File: src/rtl/mem_io_responder_pkg.sv
// Shared types and constants for the CPU memory-bus responder.
// I/O space sits at 0x30000; UART data at offset 0, clock counter bytes at offsets 4..7.
package mem_io_responder_pkg;

    typedef logic [7:0] byte_t;

    localparam logic [31:0] IoBase    = 32'h0003_0000;
    localparam logic [2:0]  IoUartOff = 3'd0;
    localparam logic [2:0]  IoClkOff  = 3'd4;

    typedef enum logic [1:0] {RegNone, RegUart, RegClk} io_reg_e;

    function automatic io_reg_e decode_io_reg(logic [2:0] off);
        if (off == IoUartOff) begin
            return RegUart;
        end else if (off[2] == IoClkOff[2]) begin
            return RegClk;
        end
        return RegNone;
    endfunction

endpackage

File: src/rtl/mem_io_responder_if.sv
// CPU byte-wide memory bus: address, direction, write byte, read byte and TX back-pressure.
interface mem_io_responder_if;

    logic [31:0]                        cpu_a;
    logic                               cpu_wr;
    mem_io_responder_pkg::byte_t        cpu_dout;
    mem_io_responder_pkg::byte_t        cpu_din;
    logic                               io_buffer_full;

    modport master (
        output cpu_a,
        output cpu_wr,
        output cpu_dout,
        input  cpu_din,
        input  io_buffer_full
    );

    modport slave (
        input  cpu_a,
        input  cpu_wr,
        input  cpu_dout,
        output cpu_din,
        output io_buffer_full
    );

endinterface

File: src/rtl/mem_io_responder_byte_fifo.sv
// Byte FIFO with wrap-bit pointers; push on full and pop on empty are ignored.
module mem_io_responder_byte_fifo
    import mem_io_responder_pkg::*;
#(
    parameter int unsigned FIFO_AW = 4
) (
    input  logic             clk_i,
    input  logic             rst_i,
    input  logic             push_i,
    input  logic             pop_i,
    input  byte_t            din_i,
    output byte_t            dout_o,
    output logic             empty_o,
    output logic             full_o,
    output logic [FIFO_AW:0] free_cnt_o
);

    localparam int unsigned        Depth  = 1 << FIFO_AW;
    localparam logic [FIFO_AW:0]   PtrOne = (FIFO_AW + 1)'(1);
    localparam logic [FIFO_AW:0]   DepthW = (FIFO_AW + 1)'(Depth);

    logic [FIFO_AW:0] wptr_q, wptr_d;
    logic [FIFO_AW:0] rptr_q, rptr_d;
    byte_t            mem_q [Depth];
    byte_t            mem_d [Depth];
    logic             push_ok, pop_ok;

    assign empty_o    = (wptr_q == rptr_q);
    assign full_o     = (wptr_q[FIFO_AW] != rptr_q[FIFO_AW]) &&
                        (wptr_q[FIFO_AW-1:0] == rptr_q[FIFO_AW-1:0]);
    assign free_cnt_o = DepthW - (wptr_q - rptr_q);
    assign dout_o     = mem_q[rptr_q[FIFO_AW-1:0]];
    assign push_ok    = push_i && !full_o;
    assign pop_ok     = pop_i && !empty_o;

    always_comb begin
        wptr_d = wptr_q;
        rptr_d = rptr_q;
        mem_d  = mem_q;
        if (push_ok) begin
            mem_d[wptr_q[FIFO_AW-1:0]] = din_i;
            wptr_d = wptr_q + PtrOne;
        end
        if (pop_ok) begin
            rptr_d = rptr_q + PtrOne;
        end
    end

    always_ff @(posedge clk_i) begin
        if (rst_i) begin
            wptr_q <= '0;
            rptr_q <= '0;
        end else begin
            wptr_q <= wptr_d;
            rptr_q <= rptr_d;
        end
    end

    // Storage needs no reset: contents are unreachable while the pointers say empty.
    always_ff @(posedge clk_i) begin
        mem_q <= mem_d;
    end

endmodule

File: src/rtl/mem_io_responder.sv
// Memory-bus responder: RAM / MMIO decode, one-cycle read return, UART TX/RX FIFOs,
// free-running clock counter with byte snapshot, and sticky program-done.
module mem_io_responder
    import mem_io_responder_pkg::*;
#(
    parameter int unsigned RAM_AW      = 17,
    parameter int unsigned FIFO_AW     = 4,
    parameter int unsigned FULL_MARGIN = 2
) (
    input  logic              clk_in,
    input  logic              rst_in,
    mem_io_responder_if.slave bus,
    output logic              ram_en,
    output logic              ram_we,
    output logic [RAM_AW-1:0] ram_addr,
    output byte_t             ram_wdata,
    input  byte_t             ram_rdata,
    output logic              tx_valid,
    output byte_t             tx_data,
    input  logic              tx_ready,
    input  logic              rx_valid,
    input  byte_t             rx_data,
    output logic              rx_ready,
    output logic              program_done,
    output logic              tx_overflow
);

    localparam logic [FIFO_AW:0] MarginW = (FIFO_AW + 1)'(FULL_MARGIN);
    localparam logic [FIFO_AW:0] ZeroW   = '0;

    logic             is_io, rd_cyc;
    logic [2:0]       io_off;
    io_reg_e          io_reg;
    logic             unused_addr;

    logic             tx_push, tx_pop, tx_empty, tx_full, tx_push_eff;
    byte_t            tx_din, tx_dout;
    logic [FIFO_AW:0] tx_free, tx_free_next;
    logic             rx_push, rx_pop, rx_empty, rx_full;
    byte_t            rx_dout;
    logic [FIFO_AW:0] rx_free;

    logic             done_set;
    byte_t            io_byte, din;

    logic             rd_q, rd_d;
    logic             src_ram_q, src_ram_d;
    byte_t            io_byte_q, io_byte_d;
    byte_t            hold_q, hold_d;
    logic             done_q, done_d;
    logic             ovf_q, ovf_d;
    logic             full_q, full_d;
    logic [31:0]      cnt_q, cnt_d;
    logic [31:0]      snap_q, snap_d;

    assign is_io       = (bus.cpu_a[17:16] == IoBase[17:16]);
    assign io_off      = bus.cpu_a[2:0];
    assign io_reg      = decode_io_reg(io_off);
    assign rd_cyc      = is_io && !bus.cpu_wr;
    assign unused_addr = ^{bus.cpu_a[31:18], rx_free};

    always_comb begin
        ram_en    = !is_io;
        ram_we    = !is_io && bus.cpu_wr;
        ram_addr  = bus.cpu_a[RAM_AW-1:0];
        ram_wdata = bus.cpu_dout;
    end

    // I/O side effects: TX pushes, RX pops and the done flag.
    always_comb begin
        tx_push  = 1'b0;
        tx_din   = bus.cpu_dout;
        rx_pop   = 1'b0;
        done_set = 1'b0;
        if (is_io && bus.cpu_wr) begin
            unique case (io_reg)
                RegUart: tx_push = (bus.cpu_dout != 8'h00);
                RegClk: begin
                    if (io_off == IoClkOff) begin
                        tx_push  = 1'b1;
                        tx_din   = 8'h00;
                        done_set = 1'b1;
                    end
                end
                default: ;
            endcase
        end
        if (rd_cyc && io_reg == RegUart) begin
            rx_pop = !rx_empty;
        end
    end

    // Offset 4 returns the live counter and latches it; 5..7 read the latched copy.
    always_comb begin
        io_byte = 8'h00;
        snap_d  = snap_q;
        if (rd_cyc) begin
            unique case (io_reg)
                RegUart: io_byte = rx_empty ? 8'h00 : rx_dout;
                RegClk: begin
                    unique case (io_off[1:0])
                        2'd1:    io_byte = snap_q[15:8];
                        2'd2:    io_byte = snap_q[23:16];
                        2'd3:    io_byte = snap_q[31:24];
                        default: begin
                            io_byte = cnt_q[7:0];
                            snap_d  = cnt_q;
                        end
                    endcase
                end
                default: ;
            endcase
        end
    end

    always_comb begin
        tx_pop       = !tx_empty && tx_ready;
        tx_push_eff  = tx_push && !tx_full;
        tx_free_next = tx_free + {ZeroW[FIFO_AW:1], tx_pop} - {ZeroW[FIFO_AW:1], tx_push_eff};
        rx_push      = rx_valid && !rx_full;
    end

    always_comb begin
        din       = rd_q ? (src_ram_q ? ram_rdata : io_byte_q) : hold_q;
        rd_d      = !bus.cpu_wr;
        src_ram_d = !is_io;
        io_byte_d = io_byte;
        hold_d    = din;
        done_d    = done_q || done_set;
        ovf_d     = ovf_q || (tx_push && tx_full);
        full_d    = (tx_free_next <= MarginW);
        cnt_d     = cnt_q + 32'd1;
    end

    always_ff @(posedge clk_in) begin
        if (rst_in) begin
            rd_q      <= 1'b0;
            src_ram_q <= 1'b0;
            io_byte_q <= 8'h00;
            hold_q    <= 8'h00;
            done_q    <= 1'b0;
            ovf_q     <= 1'b0;
            full_q    <= 1'b0;
            cnt_q     <= 32'd0;
            snap_q    <= 32'd0;
        end else begin
            rd_q      <= rd_d;
            src_ram_q <= src_ram_d;
            io_byte_q <= io_byte_d;
            hold_q    <= hold_d;
            done_q    <= done_d;
            ovf_q     <= ovf_d;
            full_q    <= full_d;
            cnt_q     <= cnt_d;
            snap_q    <= snap_d;
        end
    end

    assign bus.cpu_din        = din;
    assign bus.io_buffer_full = full_q;
    assign tx_valid           = !tx_empty;
    assign tx_data            = tx_dout;
    assign rx_ready           = !rx_full;
    assign program_done       = done_q;
    assign tx_overflow        = ovf_q;

    mem_io_responder_byte_fifo #(
        .FIFO_AW (FIFO_AW)
    ) u_tx_fifo (
        .clk_i      (clk_in),
        .rst_i      (rst_in),
        .push_i     (tx_push),
        .pop_i      (tx_pop),
        .din_i      (tx_din),
        .dout_o     (tx_dout),
        .empty_o    (tx_empty),
        .full_o     (tx_full),
        .free_cnt_o (tx_free)
    );

    mem_io_responder_byte_fifo #(
        .FIFO_AW (FIFO_AW)
    ) u_rx_fifo (
        .clk_i      (clk_in),
        .rst_i      (rst_in),
        .push_i     (rx_push),
        .pop_i      (rx_pop),
        .din_i      (rx_data),
        .dout_o     (rx_dout),
        .empty_o    (rx_empty),
        .full_o     (rx_full),
        .free_cnt_o (rx_free)
    );

endmodule

File: src/flat_wrapper.sv
// flat-port wrapper written by rule: the top's interface ports become plain ports
module mem_io_responder_flat import mem_io_responder_pkg::*;
#(
    parameter int unsigned RAM_AW      = 17,
    parameter int unsigned FIFO_AW     = 4,
    parameter int unsigned FULL_MARGIN = 2
)
  (clk_in, rst_in, ram_en, ram_we, ram_addr, ram_wdata, ram_rdata, tx_valid, tx_data, tx_ready, rx_valid, rx_data, rx_ready, program_done, tx_overflow, bus_cpu_a, bus_cpu_wr, bus_cpu_dout, bus_cpu_din, bus_io_buffer_full);
  mem_io_responder_if bus_i ();
  input  logic clk_in;
  input  logic rst_in;
  output logic ram_en;
  output logic ram_we;
  output logic [RAM_AW-1:0] ram_addr;
  output byte_t ram_wdata;
  input  byte_t ram_rdata;
  output logic tx_valid;
  output byte_t tx_data;
  input  logic tx_ready;
  input  logic rx_valid;
  input  byte_t rx_data;
  output logic rx_ready;
  output logic program_done;
  output logic tx_overflow;
  input wire logic [$bits(bus_i.cpu_a)-1:0] bus_cpu_a;
  input wire logic [$bits(bus_i.cpu_wr)-1:0] bus_cpu_wr;
  input wire logic [$bits(bus_i.cpu_dout)-1:0] bus_cpu_dout;
  output wire logic [$bits(bus_i.cpu_din)-1:0] bus_cpu_din;
  output wire logic [$bits(bus_i.io_buffer_full)-1:0] bus_io_buffer_full;
  assign bus_i.cpu_a = bus_cpu_a;
  assign bus_i.cpu_wr = bus_cpu_wr;
  assign bus_i.cpu_dout = bus_cpu_dout;
  assign bus_cpu_din = bus_i.cpu_din;
  assign bus_io_buffer_full = bus_i.io_buffer_full;
  mem_io_responder #(.RAM_AW(RAM_AW), .FIFO_AW(FIFO_AW), .FULL_MARGIN(FULL_MARGIN)) u_core (.clk_in(clk_in), .rst_in(rst_in), .bus(bus_i), .ram_en(ram_en), .ram_we(ram_we), .ram_addr(ram_addr), .ram_wdata(ram_wdata), .ram_rdata(ram_rdata), .tx_valid(tx_valid), .tx_data(tx_data), .tx_ready(tx_ready), .rx_valid(rx_valid), .rx_data(rx_data), .rx_ready(rx_ready), .program_done(program_done), .tx_overflow(tx_overflow));
endmodule
File: config.mk
export PLATFORM = sky130hd
export DESIGN_NAME = mem_io_responder_flat
export DESIGN_NICKNAME = d
export VERILOG_FILES = /design/src/rtl/mem_io_responder_pkg.sv /design/src/rtl/mem_io_responder_if.sv /design/src/rtl/mem_io_responder_byte_fifo.sv /design/src/rtl/mem_io_responder.sv /design/src/flat_wrapper.sv
export SDC_FILE = /design/constraint.sdc
export NUM_CORES = 1
export LEC_CHECK = 0
export BUFFER_PORTS_ARGS = -buffer_cell sky130_fd_sc_hd__buf_2
export CAP_MARGIN = 20
export CORE_MARGIN = 3
export CORE_UTILIZATION = 60
export DETAILED_ROUTE_END_ITERATION = 10
export PLACE_DENSITY = 0.87
export SYNTH_ARGS = -nofsm -noshare
export SYNTH_HDL_FRONTEND = slang
export SYNTH_SLANG_ARGS = --single-unit
File: constraint.sdc
create_clock -name clk_in -period 4.25 [get_ports clk_in]
set_input_delay 0.85 -clock clk_in [delete_from_list [all_inputs] [get_ports clk_in]]
set_output_delay 0.85 -clock clk_in [all_outputs]
set_load 0.1 [all_outputs]
-- Word-level counts from Yosys, hierarchy flattened
Cells that the tools add are included.
- bits of input ports: 61
- register bits after elaboration: 361
- output and inout port bits: 48
- reduce and logical (&&, ||, !) cells: 28
- bitwise gates (word level): 6
- add/subtract/negate cells: 9
- mux-type cells: 31
- equality and inequality tests: 13
- order comparisons: 7
- operators by type and width (cell ; count):
    128-bit bitwise mux ; 2
    8-bit 2-to-1 mux ; 12
    8-bit binary-select mux with 4-bit select ; 2
    8-bit demux with 4-bit select ; 2
    32-bit by 1-bit adder with 32-bit output, second input constant ; 1
    8-bit case mux with 3 select lines ; 1
    5-bit by 1-bit adder with 5-bit output, second input constant ; 4
    5-bit greater-or-equal comparator, second input constant ; 4
    4-bit NOT with 5-bit output ; 4
    8-bit case mux with 2 select lines ; 1
    1-bit logical AND ; 15
    5-bit == test ; 2
    5-bit by 1-bit < comparator with 1-bit output, second input constant ; 2
    2-bit == test, second input constant ; 4
    4-bit == test ; 2
    8-bit nonzero test ; 1
    1-bit 2-to-1 mux ; 7
    1-bit zero test ; 6
    2-bit 2-to-1 mux ; 3
    5-bit by 1-bit adder with 5-bit output ; 1
    5-bit by 2-bit <= comparator with 1-bit output, second input constant ; 1
    5-bit by 1-bit subtractor with 5-bit output ; 1
    5-bit subtractor ; 1
    5-bit subtractor, first input constant ; 1
    10 further kinds ; 14

-- Logic depth before layout (Yosys ltp)
- depth after elaboration: 9
- depth in mapped cells: 19

-- Hierarchy
From an unflattened synthesis, not the netlist that was laid out.
- cells, all modules: 1042
- area, all modules: 15248.4 um^2
- by module, submodules not included (module ; instances ; area each (um^2) ; cells an instance):
    mem_io_responder_byte_fifo at u_core.u_rx_fifo ; 1 ; 5715.5 ; 314
    mem_io_responder_byte_fifo at u_core.u_tx_fifo ; 1 ; 5700.5 ; 310
    mem_io_responder ; 1 ; 3832.4 ; 418

-- Worst setup path after synthesis
OpenSTA, ideal clock, no wires.
- path kind: reg2reg
- start point: register u_core.u_tx_fifo.rptr_q[2]
- end point: register u_core.full_q, in the netlist u_core.bus.io_buffer_full
- arrival: 3.741 ns
- required time: 4.186 ns
- cell stages (with the launch flop): 20
- setup time: 0.064 ns
- path slack: 0.445 ns
- path through: dfxtp_1 -> buf_2 -> buf_2 -> inv_2 -> ha_1 -> and2_1 -> and4_4 -> nor3_4 -> clkbuf_2 -> inv_1 -> fa_1 -> inv_1 -> fa_1 -> inv_1 -> ha_1 -> inv_1 -> fa_1 -> a22oi_1 -> o2111ai_1 -> nor2_1
- word-level cells in the longest chain between the ends: 6
- RTL lines (what ; RTL line ; source):
    start: declaration ; mem_io_responder_byte_fifo.sv:23 ; logic [FIFO_AW:0] rptr_q, rptr_d;
    start signal: assignment ; mem_io_responder_byte_fifo.sv:55 ; rptr_q <= rptr_d;
    branches (longest 4 deep; another with 5-bit subtractor) ; n/a ;
    5-bit by 1-bit subtractor with 5-bit output (*) ; mem_io_responder.sv:119 ; tx_free_next = tx_free + {ZeroW[FIFO_AW:1], tx_pop} - {ZeroW[FIFO_AW:1], tx_push_eff};
    5-bit by 2-bit <= comparator with 1-bit output (*) ; mem_io_responder.sv:131 ; full_d = (tx_free_next <= MarginW);
    end signal: assignment ; mem_io_responder.sv:153 ; full_q <= full_d;
    end: declaration ; mem_io_responder.sv:52 ; logic full_q, full_d;
Mark *: on every way between the ends.
A chain may end at the register's enable or synchronous reset.

-- Final worst setup path
- start point: register u_core.u_tx_fifo.rptr_q[3]
- end point: register u_core.full_q, in the netlist u_core.bus.io_buffer_full
Same word-level chain as after synthesis.

==> flow_summary.toml <==
[status]
status = "finished clean"

[finish]
post-route-util_pct = 67.9
layout-drive-gt1-share_pct = 18.9
final_nets = 1191
syn_to_final_growth_pct = 10.8
insertedDiodeCount = 0

[cts]
numCtsBuffers = 36
clock-sinks = 353
holdBufCountCts = 0
htree_levels = 2
root_buffer = "clkbuf_16"
cts.path.max_buffers = 3
clk_latency_ps = 530
ctsResizeCount = 0
cts_tree = "built"
clk_pin_slew_worst_paths_ps = 60
cts_setup_buffers = 0

[synthesis]
netlist_instances = 1062
synth_cell_types = 58
yosys_warnings = 0
ys_ff_latch = 353
synth-async-reset-ratio_pct = 0
synth_area_sq_um = 14900
ys_dominant_reg_cell = "edfxtp_1"
ys_seq_area_share_pct = 64.5
synth.avg_cell_area_sq_um = 14.1
syn-num-nets = 1144
synth_edf_count = 256

[timing]
rsz0062_at_grt = "no"
setup_violations = 0
relSlewSlack_pct = 34.4
fmaxAchievable_ghz = 0.263
slew_viol_final = 0
finalCriticalPeriod_ps = 3800
final.setup_skew_ps = 24.2
tightest_slew_ps = 982
hold_viol = 0
finalCritPeriodShare_pct = 89.5
tns_ps = 0

[power_and_ir_drop]
total_power_w = 0.00724
p_leak_nw = 5.69
vdd_drop_max_mv = 0.415
power_density_nw_per_um2 = 437

[drt]
wl_per_cell_um = 21.9
vias = 8906
first_iter_violations = 1106
routed_via_density = 6.10
routed_wl_mm = 32.0
postRouteAntennaNets = 0
firstDrtPassIters = 5
drcViolationCount = 0

[worst_setup_path]
cpMaxStageDelayCell = "dfxtp_1"
arrival_ps = 4260
reg2reg_depth = 16
cpMostUsedCell = "inv_1"
cp_cell_sequence = "clkinv_1 > ha_1 > and2_1 > and4_4 > nor3_4 > inv_1 > fa_1 > inv_1 > fa_1 > inv_1 > ha_1 > inv_1 > fa_1 > a22oi_1 > o2111ai_1 > nor2_1"
critPathRequiredTime_ps = 4710
startpoint_type = "flip-flop"
end_kind = "flip-flop"
critPathKind = "flip-flop to flip-flop"
cpPeakStageDelay_ps = 630
critPathMaxFanout = 10

[floorplanning]
rows = 57
die_h_um = 164
ios = 109
start_util_pct = 61.3
die_w_um = 164
dieArea_sq_um = 26800
core_region_area_sq_um = 24400

[global_routing]
grt_pass1_vias = 8967
antenna_found_initial = 0
grt.total_usage_pct = 24.4
overflow = 0
grt_pass1_wl_mm = 49.9
grt_max_degree = 49

[placement]
dp_hpwl_mm = 20.0
gp_congestion = 0.816
port_buffers = 68

[flow_run]
maxCapViolations = 0

[worst_hold_path]
hp-class = "flip-flop to flip-flop"
whs_path_depth = 2
## report_power, final
group	leakage, nW	internal (W)	total [W]	switching, W
sequential	3.09	0.00372	0.00374	0.0000191
clock	0.584	0.00182	0.00312	0.00130
combinational	2.01	0.0000942	0.000382	0.000288
## through the flow
| stage | area [sq um] | setup slack (ps) | instances | hold WS, ps |
|---|---|---|---|---|
| after floorplan | 14900 | 445 | 1062 | 433 |
| after detailed placement | 15400 | 542 | 1394 | 441 |
| after global routing | 16600 | 379 | 1461 | 477 |
| after CTS | 16600 | 534 | 1460 | 459 |
| after global placement | 15400 | 595 | 1394 | 432 |
| final | 16600 | 446 | 1461 | 457 |
## worst max-delay path, delay by kind of cell, from the launching register on
| kind | cells | cell delay, ps |
|---|---|---|
| flip-flops | 1 | 630 |
| AND/OR/NAND/NOR | 4 | 700 |
| AO/OA/AOI/OAI | 2 | 290 |
| adder cells (fa/ha/maj) | 5 | 1630 |
| buffers and inverters | 5 | 480 |
## state kept, by name, summed over array words and instances (netlist names)
register,count
u_core.u_tx_fifo.wptr_q,5
u_core.rd_q,1
u_core.io_byte_q,8
u_core.cnt_q,32
u_core.program_done,1
u_core.u_tx_fifo.rptr_q,5
u_core.bus.io_buffer_full,1
u_core.u_rx_fifo.mem_q,128
u_core.hold_q,8
u_core.tx_overflow,1
u_core.snap_q,24
u_core.u_rx_fifo.rptr_q,5
u_core.u_rx_fifo.wptr_q,5
u_core.u_tx_fifo.mem_q,128
u_core.src_ram_q,1
## final cells by class
type / count / area, sq um
timing repair buffer: 86 / 475
inverter: 30 / 113
multi-input combinational: 602 / 4740
tap: 324 / 405
clock inverter: 16 / 183
clock buffer: 50 / 1010
fill: 1607 / 7830
sequential: 353 / 9630
## cell usage after synthesis (18+ instances only)
library cell | number | area, sq um
ha_1 | 18 | 225
xnor2_1 | 33 | 289
mux4_2 | 49 | 1100
inv_1 | 27 | 101
mux2i_1 | 50 | 500
and2_1 | 23 | 144
and3_1 | 39 | 244
nor2b_1 | 22 | 138
nand2_1 | 95 | 357
dfxtp_1 | 97 | 1940
clkbuf_1 | 20 | 75.1
a21oi_1 | 51 | 255
edfxtp_1 | 256 | 7690
nor2_1 | 69 | 259
buf_4 | 32 | 240
## worst paths after layout
kind                                            startpoint                   endpoint  slack, ps
worst min register to register           u_core.snap_q[22]          u_core.snap_q[22]        460
worst max-delay path            u_core.u_tx_fifo.rptr_q[3]  u_core.bus.io_buffer_full        450
worst max register to register  u_core.u_tx_fifo.rptr_q[3]  u_core.bus.io_buffer_full        450
worst min-delay path                     u_core.snap_q[22]          u_core.snap_q[22]        460
## cell families after synthesis
| kind of cell | share of synthesized area (%) |
|---|---|
| and+or+nand+nor | 11.0 |
| buffers and inverters | 3.84 |
| xor gates and xnor gates | 2.87 |
| muxes | 11.1 |
| adders and majority gates | 1.91 |
| DFF | 64.5 |
| AOI/OAI and AO/OA | 4.88 |
## routing by layer
| layer | global-route usage, % | vias up | share of wire, % |
|---|---|---|---|
| met2 | 40.4 | 393 | 52 |
| met5 | 0 | - | 0 |
| li1 | - | 4021 | - |
| met3 | 4.62 | 68 | 7.1 |
| met4 | 9.96 | 0 | 3.0 |
| met1 | 32.2 | 4424 | 38 |
## placed cells by master, fill, tap and decap left out, types with 16 or more instances in the layout
master,n
ha_1,18
nor2_1,69
nand2_1,95
nand3_1,17
edfxtp_1,256
buf_4,18
mux2i_1,50
xnor2_1,33
xor2_1,16
nor2b_1,22
and2_1,23
buf_2,68
a21oi_1,51
dfxtp_1,95
and3_1,39
inv_1,27
mux4_2,49
clkbuf_16,36
No activity file was read; power rests on OpenSTA's default activity.
